===== config.mk =====
export PLATFORM = sky130hd
export DESIGN_NAME = pixel_fetch
export DESIGN_NICKNAME = d
export VERILOG_FILES = /design/src/rtl/pixel_fetch.sv
export SDC_FILE = /design/constraint.sdc
export NUM_CORES = 1
export LEC_CHECK = 0
export BUFFER_PORTS_ARGS = -buffer_cell sky130_fd_sc_hd__buf_2
export CORE_MARGIN = 8
export CORE_UTILIZATION = 45
export DETAILED_ROUTE_END_ITERATION = 7
export PLACE_DENSITY = 0.68
export SYNTH_ARGS = -nofsm -noshare
export SYNTH_HDL_FRONTEND = slang
export SYNTH_SLANG_ARGS = --single-unit

===== constraint.sdc =====
create_clock -name i_clk -period 2 [get_ports i_clk]
set_clock_uncertainty 0.05 [all_clocks]
set_input_delay 0.4 -clock i_clk [delete_from_list [all_inputs] [get_ports i_clk]]
set_output_delay 0.4 -clock i_clk [all_outputs]
set_load 0.01 [all_outputs]

===== src/rtl/pixel_fetch.sv =====
// pixel_fetch: panel timing generator with an image-fetch address stage.
// Counters walk the raster, raw timing flags are derived from them, the
// image address is registered toward an external memory, and the timing
// flags ride a ROM_LAT+1 deep shift pipeline so they leave in the same
// clock as the memory data for that pixel.
module pixel_fetch #(
  parameter int   H_ACTIVE    = 480,
  parameter int   H_FP        = 2,
  parameter int   H_SYNC      = 41,
  parameter int   H_BP        = 2,
  parameter int   V_ACTIVE    = 272,
  parameter int   V_FP        = 2,
  parameter int   V_SYNC      = 10,
  parameter int   V_BP        = 2,
  parameter int   SCALE_SHIFT = 1,
  parameter int   IMG_W_LOG2  = 8,
  parameter int   IMG_H_LOG2  = 7,
  parameter int   BPP         = 2,
  parameter int   ROM_LAT     = 1,
  parameter logic SYNC_ACT    = 1'b0
) (
  input  logic                             i_clk,
  input  logic                             i_rst,
  input  logic [BPP-1:0]                   i_border,
  input  logic                             i_pal,
  output logic [IMG_H_LOG2+IMG_W_LOG2-1:0] o_addr,
  input  logic [BPP-1:0]                   i_data,
  output logic                             o_hsync,
  output logic                             o_vsync,
  output logic                             o_den,
  output logic [BPP-1:0]                   o_index,
  output logic                             o_pal,
  output logic                             o_sof
);

  localparam int H_TOTAL = H_ACTIVE + H_FP + H_SYNC + H_BP;
  localparam int V_TOTAL = V_ACTIVE + V_FP + V_SYNC + V_BP;
  localparam int HC_W    = $clog2(H_TOTAL);
  localparam int VC_W    = $clog2(V_TOTAL);
  localparam int AW      = IMG_H_LOG2 + IMG_W_LOG2;
  // Timing flags are delayed by the address register plus the memory latency.
  localparam int DEPTH   = ROM_LAT + 1;

  localparam logic [HC_W-1:0] HC_LAST     = HC_W'(H_TOTAL - 1);
  localparam logic [HC_W-1:0] HC_ACT_END  = HC_W'(H_ACTIVE);
  localparam logic [HC_W-1:0] HC_SYNC_BEG = HC_W'(H_ACTIVE + H_FP);
  localparam logic [HC_W-1:0] HC_SYNC_END = HC_W'(H_ACTIVE + H_FP + H_SYNC);
  localparam logic [VC_W-1:0] VC_LAST     = VC_W'(V_TOTAL - 1);
  localparam logic [VC_W-1:0] VC_ACT_END  = VC_W'(V_ACTIVE);
  localparam logic [VC_W-1:0] VC_SYNC_BEG = VC_W'(V_ACTIVE + V_FP);
  localparam logic [VC_W-1:0] VC_SYNC_END = VC_W'(V_ACTIVE + V_FP + V_SYNC);

  logic [HC_W-1:0]  hc;
  logic [VC_W-1:0]  vc;

  logic             raw_den;
  logic             raw_hs_act;
  logic             raw_vs_act;
  logic             raw_sof;
  logic             raw_in_img;
  logic [31:0]      col_full;
  logic [31:0]      row_full;
  logic [AW-1:0]    raw_addr;

  // Sync flags are carried as "asserted" bits; polarity is applied at the pins.
  logic [DEPTH-1:0] den_pipe;
  logic [DEPTH-1:0] hs_pipe;
  logic [DEPTH-1:0] vs_pipe;
  logic [DEPTH-1:0] img_pipe;
  logic [DEPTH-1:0] sof_pipe;

  // Raster counters: hc wraps every line, vc advances on hc wrap.
  always_ff @(posedge i_clk) begin
    if (i_rst) begin
      hc <= '0;
      vc <= '0;
    end else if (hc == HC_LAST) begin
      hc <= '0;
      if (vc == VC_LAST) begin
        vc <= '0;
      end else begin
        vc <= vc + 1'b1;
      end
    end else begin
      hc <= hc + 1'b1;
    end
  end

  // Raw timing and image-window decode straight from the counters.
  always_comb begin
    raw_den    = (hc < HC_ACT_END) && (vc < VC_ACT_END);
    raw_hs_act = (hc >= HC_SYNC_BEG) && (hc < HC_SYNC_END);
    raw_vs_act = (vc >= VC_SYNC_BEG) && (vc < VC_SYNC_END);
    raw_sof    = (hc == '0) && (vc == '0);
    col_full   = 32'(hc) >> SCALE_SHIFT;
    row_full   = 32'(vc) >> SCALE_SHIFT;
    raw_in_img = raw_den
                 && ((col_full >> IMG_W_LOG2) == 32'd0)
                 && ((row_full >> IMG_H_LOG2) == 32'd0);
    raw_addr   = {row_full[IMG_H_LOG2-1:0], col_full[IMG_W_LOG2-1:0]};
  end

  // Address register: parks at 0 outside the image so the memory sees no churn.
  always_ff @(posedge i_clk) begin
    if (i_rst) begin
      o_addr <= '0;
    end else if (raw_in_img) begin
      o_addr <= raw_addr;
    end else begin
      o_addr <= '0;
    end
  end

  // Timing flag delay line, cleared on reset so refill never shows stale flags.
  always_ff @(posedge i_clk) begin
    if (i_rst) begin
      den_pipe <= '0;
      hs_pipe  <= '0;
      vs_pipe  <= '0;
      img_pipe <= '0;
      sof_pipe <= '0;
    end else begin
      den_pipe <= {den_pipe[DEPTH-2:0], raw_den};
      hs_pipe  <= {hs_pipe[DEPTH-2:0],  raw_hs_act};
      vs_pipe  <= {vs_pipe[DEPTH-2:0],  raw_vs_act};
      img_pipe <= {img_pipe[DEPTH-2:0], raw_in_img};
      sof_pipe <= {sof_pipe[DEPTH-2:0], raw_sof};
    end
  end

  // Palette select is captured once per frame, at the raster origin.
  always_ff @(posedge i_clk) begin
    if (i_rst) begin
      o_pal <= 1'b0;
    end else if (raw_sof) begin
      o_pal <= i_pal;
    end
  end

  // Output stage: i_data arrives this clock for the pixel at the pipe end,
  // so the index mux is combinational to keep total latency at ROM_LAT+1.
  always_comb begin
    o_den   = den_pipe[DEPTH-1];
    o_sof   = sof_pipe[DEPTH-1];
    o_hsync = hs_pipe[DEPTH-1] ? SYNC_ACT : ~SYNC_ACT;
    o_vsync = vs_pipe[DEPTH-1] ? SYNC_ACT : ~SYNC_ACT;
    if (img_pipe[DEPTH-1]) begin
      o_index = i_data;
    end else if (den_pipe[DEPTH-1]) begin
      o_index = i_border;
    end else begin
      o_index = '0;
    end
  end

endmodule

==> results_dict.tcl <==
set metrics [dict create \
    ctsHtreeMaxLevel 2 \
    slew_headroom_pct 75.1 \
    place_hpwl_mm 2.78 \
    ys_seq_area_share_pct 50.6 \
    synth_fa_ha_area_share_pct 3.51 \
    fin_setup_tns_ns 0 \
    yosys_warnings 0 \
    grt_overflow 0 \
    drv_cap 0 \
    synth_fp_nets 208 \
    fin_total_pwr_w 0.00161 \
    rows 23 \
    fp.dieH_um 78.9 \
    worstPathMaxFanout 7 \
    numCtsBuffers 5 \
    p_sw_w 0.000345 \
    drt_pass1_iterations 4 \
    arrival_ns 2.16 \
    clk_path_buf_depth 2 \
    cts_num_sinks 45 \
    die_area_sq_um 6230 \
    antenna_found_initial 0 \
    gp_congestion 0.887 \
    hp-class "in -> reg" \
    power_frac_comb_pct 5.5 \
    finalCriticalPeriod_ns 1.98 \
    synthMuxAreaShare_pct 0.562 \
    status "completed" \
    final_hold_viol_count 0 \
    seqPwrFrac_pct 57.3 \
    crit_type "reg -> reg" \
    synth_compound_area_share_pct 4.99 \
    clk_pin_slew_worst_paths_ns 0.08 \
    max-vdd-ir-drop_v 0.000428 \
    required_ns 2.18 \
    dieWidth_um 78.9 \
    drt_iter0_markers 52 \
    routed_wl_mm 3.67 \
    post-route-period-util_pct 98.9 \
    startpoint_type "register" \
    nNetsFinal 251 \
    initial_core_util_pct 45.5 \
    synth_cell_type_count 30 \
    leakagePower_nw 0.901 \
    num_vias 1455 \
    grt_max_degree 15 \
    clockPowerShare_pct 37.2 \
    portBuffers 28 \
    cts_tree "built" \
    route.detailed.drc 0 \
    yosys.area_share.simple_pct 29.2 \
    synth-xor-area-share_pct 5.90 \
    wl_per_cell_um 12.6 \
    intPower_w 0.00127 \
    synth_top_family_by_area "simple AND/OR/NAND/NOR gates" \
    end_kind "register" \
    worstMarginPinSlew_ns 0.370 \
    cts_root_buffer "clkbuf_8" \
    grt_pass1_wl_mm 6.18 \
    track_usage_pct 12.7 \
    power_density_nw_per_um2 736 \
    ys_seq_elements 45 \
    synthCells 196 \
    final_antenna_net_count 0 \
    drive_gt1_share_pct 26.7 \
    drv_slew 0 \
    avgSynthCellArea_sq_um 9.08 \
    netlist_area_sq_um 1780 \
    viasPerCell 5.02 \
    final_util_pct 55.9 \
    core_sq_um 3910 \
    fmax_ghz 0.505 \
    insertion_delay_ns 0.30 \
    switching_share_pct 21.4 \
    finalSetupViolCount 0 \
    rsz0062_at_grt "true" \
    diodes 0 \
    syn2layout_area_growth_pct 23.0 \
    ios 29 \
    grt_pass1_vias 1369 \
]
cells in the mapped netlist (all sizes together):
cell type / instances / area share (%)
dfxtp: 45 / 51
nor2: 22 / 4.6
and2: 12 / 4.2
nand2: 12 / 2.5
nand3: 11 / 3.1
inv: 10 / 2.1
nor3: 10 / 2.8
xnor2: 10 / 4.9
clkbuf: 8 / 1.7
a21oi: 7 / 2.0
nand4: 7 / 2.5
ha: 5 / 3.5
nor2b: 5 / 1.8
nor4: 5 / 1.8
or4: 5 / 2.3
buf: 3 / 1.5
o21ai: 3 / 0.84
o31ai: 3 / 1.3
nand2b: 2 / 0.70
nor4b: 2 / 0.98
xor2: 2 / 0.98
a2111oi: 1 / 0.49
and3: 1 / 0.35
and4: 1 / 0.49
mux2i: 1 / 0.56
o21bai: 1 / 0.42
or2b: 1 / 0.42
or3: 1 / 0.63
per-stage QoR:
stage          std cells  area, sq um  hold slack, ns  setup slack (ns)
2_1_floorplan        196         1780           0.364            -0.122
6_report             290         2190           0.374            0.0217
3_5_place_dp         280         2060           0.379            0.0677
5_1_grt              290         2190           0.382           -0.0169
3_3_place_gp         280         2060           0.367            0.0800
4_1_cts              288         2160           0.370            0.0128
power by group through the flow:
| stage | clock (W) | combinational [W] | sequential (W) |
|---|---|---|---|
| final | 0.000600 | 0.0000891 | 0.000923 |
| after global routing | 0.000655 | 0.0000998 | 0.000925 |
| after CTS | 0.000619 | 0.0000893 | 0.000922 |
| after detailed placement | 0 | 0.0000890 | 0.000944 |
| after global placement | 0 | 0.0000885 | 0.000943 |
| after floorplan | 0 | 0.0000453 | 0.000944 |
layer usage:
| metal | global-route usage (%) | wire length (um) | part of all wire [%] |
|---|---|---|---|
| met1 | 13.7 | 1560 | 42 |
| met2 | 21.0 | 1820 | 49 |
| met3 | 4.63 | 244 | 6.7 |
| met4 | 7.04 | 51 | 1.4 |
| met5 | 0 | 0 | 0 |
sequential cells by signal (all words and copies together) (netlist names):
register	flops
o_pal	1
hs_pipe	2
o_addr	15
vc	9
hc	10
den_pipe	2
sof_pipe	2
img_pipe	2
vs_pipe	2
worst paths after layout:
path / startpoint / end / slack (ns) / depth (start not counted)
setup / recovery: hc[5] / vc[7] / 0.02 / 4
hold / removal: i_pal / o_pal / 0.37 / 4
setup reg to reg: hc[5] / vc[7] / 0.02 / 4
hold reg to reg: img_pipe[0] / img_pipe[1] / 0.39 / 1
layout make-up:
cell class,count,area [sq um]
Clock buffer,7,96.3
Clock inverter,1,5.00
Fill cell,374,1720
Inverter,10,37.5
Multi-Input combinational cell,130,801
Sequential cell,45,905
Tap cell,50,62.6
Timing Repair Buffer,47,283
cells in the final DEF, fill, tap and decap left out, drive strengths merged, types with 5 or more instances in the layout:
| cell type | Yosys | layout |
|---|---|---|
| nor4 | 5 | 5 |
| nor2b | 5 | 5 |
| inv | 10 | 10 |
| clkbuf | 8 | 7 |
| buf | 3 | 47 |
| a21oi | 7 | 7 |
| dfxtp | 45 | 45 |
| and2 | 12 | 12 |
| xnor2 | 10 | 10 |
| nand4 | 7 | 7 |
| nand2 | 12 | 12 |
| nand3 | 11 | 11 |
| ha | 5 | 5 |
| or4 | 5 | 5 |
| nor3 | 10 | 10 |
| nor2 | 22 | 22 |
cell families (layout without fill, tap and decap cells):
| family | after synthesis | after routing |
|---|---|---|
| AO/OA/AOI/OAI | 15 | 15 |
| XOR/XNOR | 12 | 12 |
| adder cells (fa/ha/maj) | 5 | 5 |
| buffers and inverters | 21 | 65 |
| flip-flops | 45 | 45 |
| multiplexers | 1 | 1 |
| AND/OR/NAND/NOR | 97 | 97 |
critical path, stage by stage, from the launching register on:
cell and delay, ns:
dfxtp_2 0.32, or4_4 0.54, or3_4 0.39, or4_4 0.49
a21oi_2 0.13
repair_timing:
item	4_1_cts	5_1_grt
endpoints found under the setup margin	0	3
hold buffers	0	0
buffers inserted	0	2
resized for setup	0	5
No activity file was read; power rests on OpenSTA's default activity.
